$ cat src/rtl/msu_pkg.sv
// rtl/msu_pkg.sv - shared types and defaults for the MSU-1 SD sector arbiter
//
// Purpose: arbiter state encoding, client ids and default sizes.
// Contents:
//   state_t           IDLE -> REQ -> XFER -> DONE
//   CL_AUDIO/CL_DATA  client ids, also used as the HPS image slot (sd_sel)
//   DEF_LBA_W         default sector address width
//   DEF_SECTOR_WORDS  default 16-bit words per sector
package msu_pkg;

  typedef enum logic [1:0] {
    ST_IDLE = 2'd0,
    ST_REQ  = 2'd1,
    ST_XFER = 2'd2,
    ST_DONE = 2'd3
  } state_t;

  localparam logic CL_AUDIO = 1'b0;
  localparam logic CL_DATA  = 1'b1;

  localparam int DEF_LBA_W        = 21;
  localparam int DEF_SECTOR_WORDS = 256;

endpackage

$ cat src/rtl/msu_sd_arbiter.sv
// rtl/msu_sd_arbiter.sv - two-client arbiter for the HPS SD sector-read channel
//
// Purpose: grants the HPS sector channel to the audio streamer (client 0) or the
// data-file reader (client 1), routes ack/word strobes back to the granted
// client only, counts words and flags short transfers and HPS timeouts.
// Ports:
//   clk, reset            clock, synchronous active-high reset
//   c0_rd/c1_rd           client sector requests (held until cN_ack)
//   c0_lba/c1_lba         requested sectors
//   c0_urgent             audio FIFO low: client 0 wins a tie
//   c0_ack/c1_ack         sd_ack gated by grant (combinational)
//   c0_buff_wr/c1_buff_wr sd_buff_wr gated by grant (combinational)
//   c0_done/c1_done       one-cycle pulse in DONE for the granted client
//   sd_rd/sd_lba/sd_sel   request, latched sector and image slot to the HPS
//   sd_ack/sd_buff_wr     HPS transfer-active and word strobe
//   busy                  arbiter not idle
//   err_short/err_timeout sticky error flags, cleared by err_clr
module msu_sd_arbiter
  import msu_pkg::*;
#(
  parameter int LBA_W          = DEF_LBA_W,
  parameter int SECTOR_WORDS   = DEF_SECTOR_WORDS,
  parameter int TIMEOUT_CYCLES = 1048576
) (
  input  logic             clk,
  input  logic             reset,
  input  logic             c0_rd,
  input  logic             c1_rd,
  input  logic [LBA_W-1:0] c0_lba,
  input  logic [LBA_W-1:0] c1_lba,
  input  logic             c0_urgent,
  output logic             c0_ack,
  output logic             c1_ack,
  output logic             c0_buff_wr,
  output logic             c1_buff_wr,
  output logic             c0_done,
  output logic             c1_done,
  output logic             sd_rd,
  output logic [LBA_W-1:0] sd_lba,
  output logic             sd_sel,
  input  logic             sd_ack,
  input  logic             sd_buff_wr,
  output logic             busy,
  output logic             err_short,
  output logic             err_timeout,
  input  logic             err_clr
);

  localparam int WW = $clog2(SECTOR_WORDS) + 1;
  localparam int TW = ($clog2(TIMEOUT_CYCLES) < 1) ? 1 : $clog2(TIMEOUT_CYCLES);
  localparam logic [WW-1:0] WORDS_FULL = WW'(SECTOR_WORDS);
  localparam logic [TW-1:0] T_LAST     = TW'(TIMEOUT_CYCLES - 1);

  state_t          state;
  logic            rr_last;
  logic [WW-1:0]   wcnt;
  logic [TW-1:0]   tcnt;
  logic            req_any;
  logic            win;
  logic            active;

  // Tie-break: urgent audio first, otherwise whoever was not served last.
  always_comb begin
    req_any = c0_rd | c1_rd;
    win     = CL_AUDIO;
    if (c0_rd && c1_rd)
      win = c0_urgent ? CL_AUDIO : ~rr_last;
    else if (c1_rd)
      win = CL_DATA;
  end

  // Routing is combinational so a client's word counter sees the strobe in
  // the same cycle; the state term blocks a stale ack after reset.
  assign active     = (state == ST_REQ) || (state == ST_XFER);
  assign c0_ack     = sd_ack     & active & (sd_sel == CL_AUDIO);
  assign c1_ack     = sd_ack     & active & (sd_sel == CL_DATA);
  assign c0_buff_wr = sd_buff_wr & sd_ack & active & (sd_sel == CL_AUDIO);
  assign c1_buff_wr = sd_buff_wr & sd_ack & active & (sd_sel == CL_DATA);
  assign busy       = (state != ST_IDLE);

  always_ff @(posedge clk) begin
    if (reset) begin
      state       <= ST_IDLE;
      sd_rd       <= 1'b0;
      sd_lba      <= '0;
      sd_sel      <= CL_AUDIO;
      rr_last     <= CL_DATA;
      c0_done     <= 1'b0;
      c1_done     <= 1'b0;
      err_short   <= 1'b0;
      err_timeout <= 1'b0;
      wcnt        <= '0;
      tcnt        <= '0;
    end else begin
      c0_done <= 1'b0;
      c1_done <= 1'b0;
      // Clear first so a set later in this block takes precedence.
      if (err_clr) begin
        err_short   <= 1'b0;
        err_timeout <= 1'b0;
      end
      case (state)
        ST_IDLE: begin
          if (req_any) begin
            sd_lba <= (win == CL_DATA) ? c1_lba : c0_lba;
            sd_sel <= win;
            sd_rd  <= 1'b1;
            tcnt   <= '0;
            wcnt   <= '0;
            state  <= ST_REQ;
          end
        end
        ST_REQ: begin
          if (sd_ack) begin
            sd_rd <= 1'b0;
            state <= ST_XFER;
          end else if (tcnt == T_LAST) begin
            sd_rd       <= 1'b0;
            err_timeout <= 1'b1;
            c0_done     <= (sd_sel == CL_AUDIO);
            c1_done     <= (sd_sel == CL_DATA);
            state       <= ST_DONE;
          end else begin
            tcnt <= tcnt + 1'b1;
          end
        end
        ST_XFER: begin
          if (!sd_ack) begin
            if (wcnt < WORDS_FULL)
              err_short <= 1'b1;
            c0_done <= (sd_sel == CL_AUDIO);
            c1_done <= (sd_sel == CL_DATA);
            state   <= ST_DONE;
          end else if (sd_buff_wr && (wcnt != WORDS_FULL)) begin
            wcnt <= wcnt + 1'b1;
          end
        end
        ST_DONE: begin
          rr_last <= sd_sel;
          state   <= ST_IDLE;
        end
        default: state <= ST_IDLE;
      endcase
    end
  end

endmodule

$ cat config.mk
export PLATFORM = sky130hd
export DESIGN_NAME = msu_sd_arbiter
export DESIGN_NICKNAME = d
export VERILOG_FILES = /design/src/rtl/msu_pkg.sv /design/src/rtl/msu_sd_arbiter.sv
export SDC_FILE = /design/constraint.sdc
export NUM_CORES = 1
export LEC_CHECK = 0
export ABC_CLOCK_PERIOD_IN_PS = 1900
export CAP_MARGIN = 20
export CELL_PAD_IN_SITES_DETAIL_PLACEMENT = 1
export CELL_PAD_IN_SITES_GLOBAL_PLACEMENT = 1
export CORE_UTILIZATION = 32
export DETAILED_ROUTE_END_ITERATION = 10
export GPL_TIMING_DRIVEN = 0
export PLACE_DENSITY = 0.84
export SLEW_MARGIN = 20
export SYNTH_ARGS = -nofsm -noshare
export SYNTH_HDL_FRONTEND = slang
export SYNTH_SLANG_ARGS = --single-unit
$ cat constraint.sdc
create_clock -name clk -period 1.9 [get_ports clk]
set_input_delay 0.38 -clock clk [delete_from_list [all_inputs] [get_ports clk]]
set_output_delay 0.38 -clock clk [all_outputs]
set_load 0.005 [all_outputs]
==> results of run 1 <==
-- logic make-up (layout without fill, tap and decap cells) --
group / Yosys count / after routing / synth area share (%)
simple gates: 176 / 176 / 29.0
compound gates: 101 / 101 / 23.0
flops: 59 / 59 / 38.3
buf+inv: 41 / 164 / 5.92
fa+ha+maj: 7 / 7 / 2.84
mux: 3 / 3 / 1.01
-- cell usage after synthesis, types with 2 or more instances --
master	n	area [sq um]
dfxtp_1	59	1180
nand2_1	50	188
nor2_1	40	150
nand3_1	34	170
a311oi_1	26	228
a21oi_1	25	125
clkbuf_1	20	75.1
o21ai_0	14	70.1
inv_1	11	41.3
or4_1	10	75.1
a31oi_1	7	43.8
ha_1	7	87.6
nand4_1	6	37.5
or3_1	6	37.5
nor2b_1	5	31.3
and2_1	4	25.0
and3_1	4	25.0
o211ai_1	4	30.0
a211oi_1	3	22.5
clkbuf_2	3	15.0
nand2b_1	3	18.8
o21a_1	3	22.5
a31o_2	2	17.5
a41oi_1	2	17.5
buf_2	2	10.0
buf_4	2	15.0
buf_6	2	22.5
mux2i_1	2	20.0
nor3_1	2	10.0
nor4_1	2	12.5
o211a_1	2	20.0
o21ai_1	2	10.0
-- cells in the final DEF, fill, tap and decap left out, types with 13 or more instances in the layout --
cell             netlist  routed
clkbuf_1              20      13
a21oi_1               25      15
nand3_1               34      33
dfxtp_1               59      48
nand2_1               50      45
nor2_1                40      38
a311oi_1              26      26
clkdlybuf4s50_1        0      72
clkbuf_8               0      16
buf_4                  2      28
-- cell type report --
cell class / instances / area, sq um
flip-flops and latches: 59 / 1200
clock inverters: 1 / 5.00
inverters: 11 / 46.3
multi-input cells: 287 / 2040
fillers: 1104 / 4360
plain buffers: 26 / 175
repair buffers: 112 / 1090
clock buffers: 14 / 193
well taps: 129 / 161
-- sequential cells by signal, summed over array words and instances, names as in the netlist --
| name | cells |
|---|---|
| c0_done | 1 |
| c1_done | 1 |
| err_short | 1 |
| err_timeout | 1 |
| rr_last | 1 |
| sd_lba | 21 |
| sd_rd | 1 |
| sd_sel | 1 |
| state | 2 |
| tcnt | 20 |
| wcnt | 9 |
-- worst max-delay path, stage by stage, from the launching register on --
cell and delay [ns]:
dfxtp_2 0.36, inv_2 0.07, ha_4 0.17, or3b_4 0.24
buf_8 0.13, nand2_4 0.08, a21o_4 0.22, or4b_1 0.47
a21oi_1 0.13
-- through the flow --
step                cell area (sq um)  hold slack, ns  utilization [%]  worst slack, ns
finish                           4920           0.450             53.0          -0.0482
global route                     4920           0.464             53.0           -0.109
CTS                              4510           0.432             48.6          -0.0630
detailed placement               4050           0.476             43.7           -0.681
global placement                 4050           0.470             43.7           -0.676
floorplan                        3100           0.441                -          -0.0277
-- path summary, 6_finish.rpt --
| check | end | slack [ns] | depth (start not counted) |
|---|---|---|---|
| hold / removal | sd_lba[20] | 0.45 | 3 |
| setup reg to reg | tcnt[17] | -0.05 | 8 |
| setup / recovery | tcnt[17] | -0.05 | 8 |
| hold reg to reg | sd_lba[5] | 0.50 | 2 |
-- repair_timing --
item	4_1_cts	5_1_grt
resized for setup	53	68
hold buffers	0	0
buffers inserted	13	18
setup endpoints to repair	59	48
hold endpoints to repair	0	0
pin swaps	5	30
gates cloned	0	2
-- power by group --
part | internal, W | switching, W
Sequential | 0.00147 | 0.000166
Clock | 0.000643 | 0.000520
Combinational | 0.00173 | 0.00172
-- routing by layer --
metal	part of all wire, %	track usage, %
met1	40	25.9
met2	53	42.1
met3	5.1	5.71
met4	2.5	11.8
met5	0	0
==> run summary, run 1 <==
Initial Utilization - 33.2%
Clock Path Buffers - 2
EDFF count, synth - 0
global route overflow - 0
hold wc startpoint - c1_rd
Peak VDD IR - 435 uV
power density cells - 1270 nW/um^2
Data required, critical path - 2.18 ns
Nets - 563
Total Power - 0.00626 W
Max Cap Viol - 0
syn_nets - 444
row count - 35
via count - 3576
detailed-route wire length - 12.6 mm
Routed WL per cell - 19.7 um
Tot GR Track Use - 23.6%
Leak - 1.82 nW
Chip Width - 100 um
CTS Buf Count - 9
Max Freq - 513 MHz
Antenna Violating Nets Remaining - 0
Clock Sinks - 59
Final Max Slew Viols - 0
Worst Setup Start Kind - flop
# DRC - 0
placed cells - 595
first-pass GRT wire length - 18.3 mm
synth unique cells - 55
Setup Crit Path Kind - flop to flop
Hold Path Class - primary input to flop
Core Region - 9280 sq um
Clock Skew - 0.0116 ns
share of layout cells above drive strength 1 - 26.5%
# port buffers - 79
CTS root buffer - clkbuf_8
DR vias/cell - 5.60
Worst EP arrival - 2.23 ns
Setup TNS Final - -0.355 ns
Avg Cell Area, Syn - 7.97 sq um
setup ws final - -0.0482 ns
area grow syn2layout - 59.5%
DR pass1 iterations - 4
final setup violation count - 13
worst reg2reg path startpoint - state[1]
Synth Flop Type - dfxtp_1
Finished Layout Cells - 639
CTS tree - built
FF+latch count, synth - 59
Slew @ Worst Pin - 0.702 ns
GP Congestion - 0.788
vias in the first global route - 3715
DIE AREA - 10000 sq um
Ant. Diodes - 0
Crit Path Max Fanout - 6
Reg clk slew, reported paths - 0.07 ns
hpwl dp - 7.55 mm
sequential share of the synthesized area - 38.3%
Syn Inst Count - 387
depth of the CTS H-tree - 3
violations in the final reports - setup timing
unrepaired setup endpoints after global routing - yes
initial antenna violation count - 0
Rel. slew slack - 53.2%
drt first-iter violations - 118
Chip Height - 100 um
Crit. End Element - flop
largest net degree at the start of global routing - 11
final period utilization - 103%
Ys Warns - 0
I/O pin count - 82
ys async rst share - 0%
status - complete, but fails checks
Tmin final - 1.95 ns
worst-skew pair later-pin latency - 0.36 ns
Mapped Area - 3090 sq um
crit path from - state[1]
Final Hold Fails - 0
Note: power is estimated with default switching activity, not from simulation.
==> run 2, diff against run 1 <==
Settings changed: REMOVE_ABC_BUFFERS set to 1.
==> run summary, run 2 (synthesized netlist as in run 1, its figures left out) <==
status - complete, but fails checks
violations in the final reports - setup timing
Leak - 1.86 nW
Rel. slew slack - 55.7%
I/O pin count - 82
Clock Path Buffers - 2
highest routed layer - met4
Ant. Diodes - 0
global route overflow - 0
Detail Route met3 WL - 635 um
Reg-to-Reg End - tcnt[18]
Initial Utilization - 33.2%
vias in the first global route - 3563
Setup Crit Path Kind - flop to flop
final period utilization - 106%
Routed WL per cell - 20.9 um
Max Cap Viol - 0
register name with the most flops - sd_lba
Chip Height - 100 um
Peak VDD IR - 465 uV
CTS tree - built
biggest regs - sd_lba x21, tcnt x20, wcnt x9
worst hold stages - 2
r2r setup slk - -0.12 ns
CTS root buffer - clkbuf_8
Worst Setup Start Kind - flop
CTS Buf Count - 9
commonest non-fill, non-tap cells in the layout - clkdlybuf4s50_1 (72), dfxtp_1 (47), buf_4 (47), nand2_1 (41), nor2_1 (38)
worst-skew pair later-pin latency - 0.36 ns
clock power share - 20.4%
Max Freq - 496 MHz
detailed-route wire length - 13.4 mm
Crit Path Max Fanout - 6
Hold Path Class - primary input to flop
GP Congestion - 0.779
# hold bufs at CTS - 0
# DRC - 0
final core occ - 53.3%
hpwl dp - 6.56 mm
Slew @ Worst Pin - 0.658 ns
R2R depth - 7
Reg clk slew, reported paths - 0.07 ns
met2 WL - 7.10 mm
via count - 3671
area grow syn2layout - 60.4%
switching share of total power - 39.6%
max reg flops - 21
Data required, critical path - 2.18 ns
Core Region - 9280 sq um
Finished Layout Cells - 643
row count - 35
hold wc startpoint - sd_ack
final setup violation count - 19
first-pass GRT wire length - 18.3 mm
Reg power frac - 25.3%
Final Hold Fails - 0
routed metal-1 wire length - 5.22 mm
setup ws final - -0.118 ns
Final Max Slew Viols - 0
Worst EP arrival - 2.29 ns
Chip Width - 100 um
logic gate share of total power - 54.3%
# port buffers - 81
Antenna Violating Nets Remaining - 0
drt first-iter violations - 302
worst reg2reg path startpoint - tcnt[1]
largest net degree at the start of global routing - 32
Clock Sinks - 59
Tmin final - 2.02 ns
switching power - 0.00260 W
placed cells - 569
power density cells - 1320 nW/um^2
Tot GR Track Use - 23.4%
DR pass1 iterations - 4
Clock Skew - 0.00965 ns
leading cell type in the layout, fill and taps excluded - clkdlybuf4s50_1
Hold Path End - c1_done
unrepaired setup endpoints after global routing - yes
hold_ws - 0.478 ns
internal power - 0.00396 W
initial antenna violation count - 0
Crit. End Element - flop
DIE AREA - 10000 sq um
DR vias/cell - 5.71
Nets - 566
depth of the CTS H-tree - 3
share of layout cells above drive strength 1 - 30.7%
[run 2: changes by cell type in the layout (fill, tap and decap cells not counted), moves of 3 or more]
| cell | delta |
|---|---|
| clkbuf_2 | -3 |
| buf_2 | +3 |
| buf_6 | +4 |
| dfxtp_2 | -4 |
| clkinvlp_4 | +3 |
| buf_8 | -3 |
| nand2_1 | -4 |
| dfxtp_4 | +5 |
| buf_4 | +19 |
| o21ai_2 | +3 |
| clkbuf_8 | -6 |
| clkbuf_1 | -13 |
| nand2_2 | +4 |
[run 2: worst max-delay path: stages, from the launching register on]
cell and delay [ns]:
dfxtp_4 0.39, ha_4 0.16, nand4_4 0.13, nor4_4 0.32, buf_4 0.18, nand3_2 0.08
or4_4 0.52, a31oi_1 0.15
[run 2: power by group through the flow]
stage	clock [W]	combinational (W)	sequential, W
2_1_floorplan	0	0.00110	0.00164
3_3_place_gp	0	0.00196	0.00165
3_5_place_dp	0	0.00205	0.00166
4_1_cts	0.00134	0.00288	0.00165
5_1_grt	0.00140	0.00375	0.00168
6_report	0.00134	0.00356	0.00166
[run 2: repair_timing]
action	CTS	global route
endpoints found under the setup margin	62	32
pin swaps	7	24
setup buffers	26	28
cloned	3	1
gates resized for setup	72	54
[run 2: worst max-delay path by stage]
stage               slack, ns          to  depth (start not counted)      start
floorplan               -0.78   sd_lba[0]                          4  c0_urgent
global placement        -2.57  sd_lba[19]                          5  c0_urgent
detailed placement      -1.75     tcnt[6]                          6      c1_rd
CTS                      -0.1    tcnt[12]                          8   state[1]
global route            -0.18    tcnt[18]                          7    tcnt[1]
finish                  -0.12    tcnt[18]                          7    tcnt[1]
[run 2: routing by layer]
layer	global-route usage, %	up-vias
met3	5.36	43
met2	42.1	131
met5	0	-
met4	8.03	0
li1	-	1675
met1	27.2	1822
[run 2: area by class of cell]
cell class / count / area, sq um
flip-flops and latches: 59 / 1220
clock inverters: 6 / 88.8
repair buffers: 137 / 1240
fillers: 1103 / 4330
multi-input cells: 291 / 2060
inverters: 11 / 50.0
well taps: 129 / 161
clock buffers: 10 / 138
[run 2: stage by stage]
step | power (W) | instance area [sq um] | setup TNS (ns) | worst slack (ns)
6_report | 0.00656 | 4950 | -1.03 | -0.118
5_1_grt | 0.00683 | 4950 | -2.34 | -0.176
4_1_cts | 0.00587 | 4600 | -0.230 | -0.0973
3_5_place_dp | 0.00371 | 3950 | -59.77 | -1.75
3_3_place_gp | 0.00360 | 3920 | -108.05 | -2.57
2_1_floorplan | 0.00274 | 2940 | -24.59 | -0.779
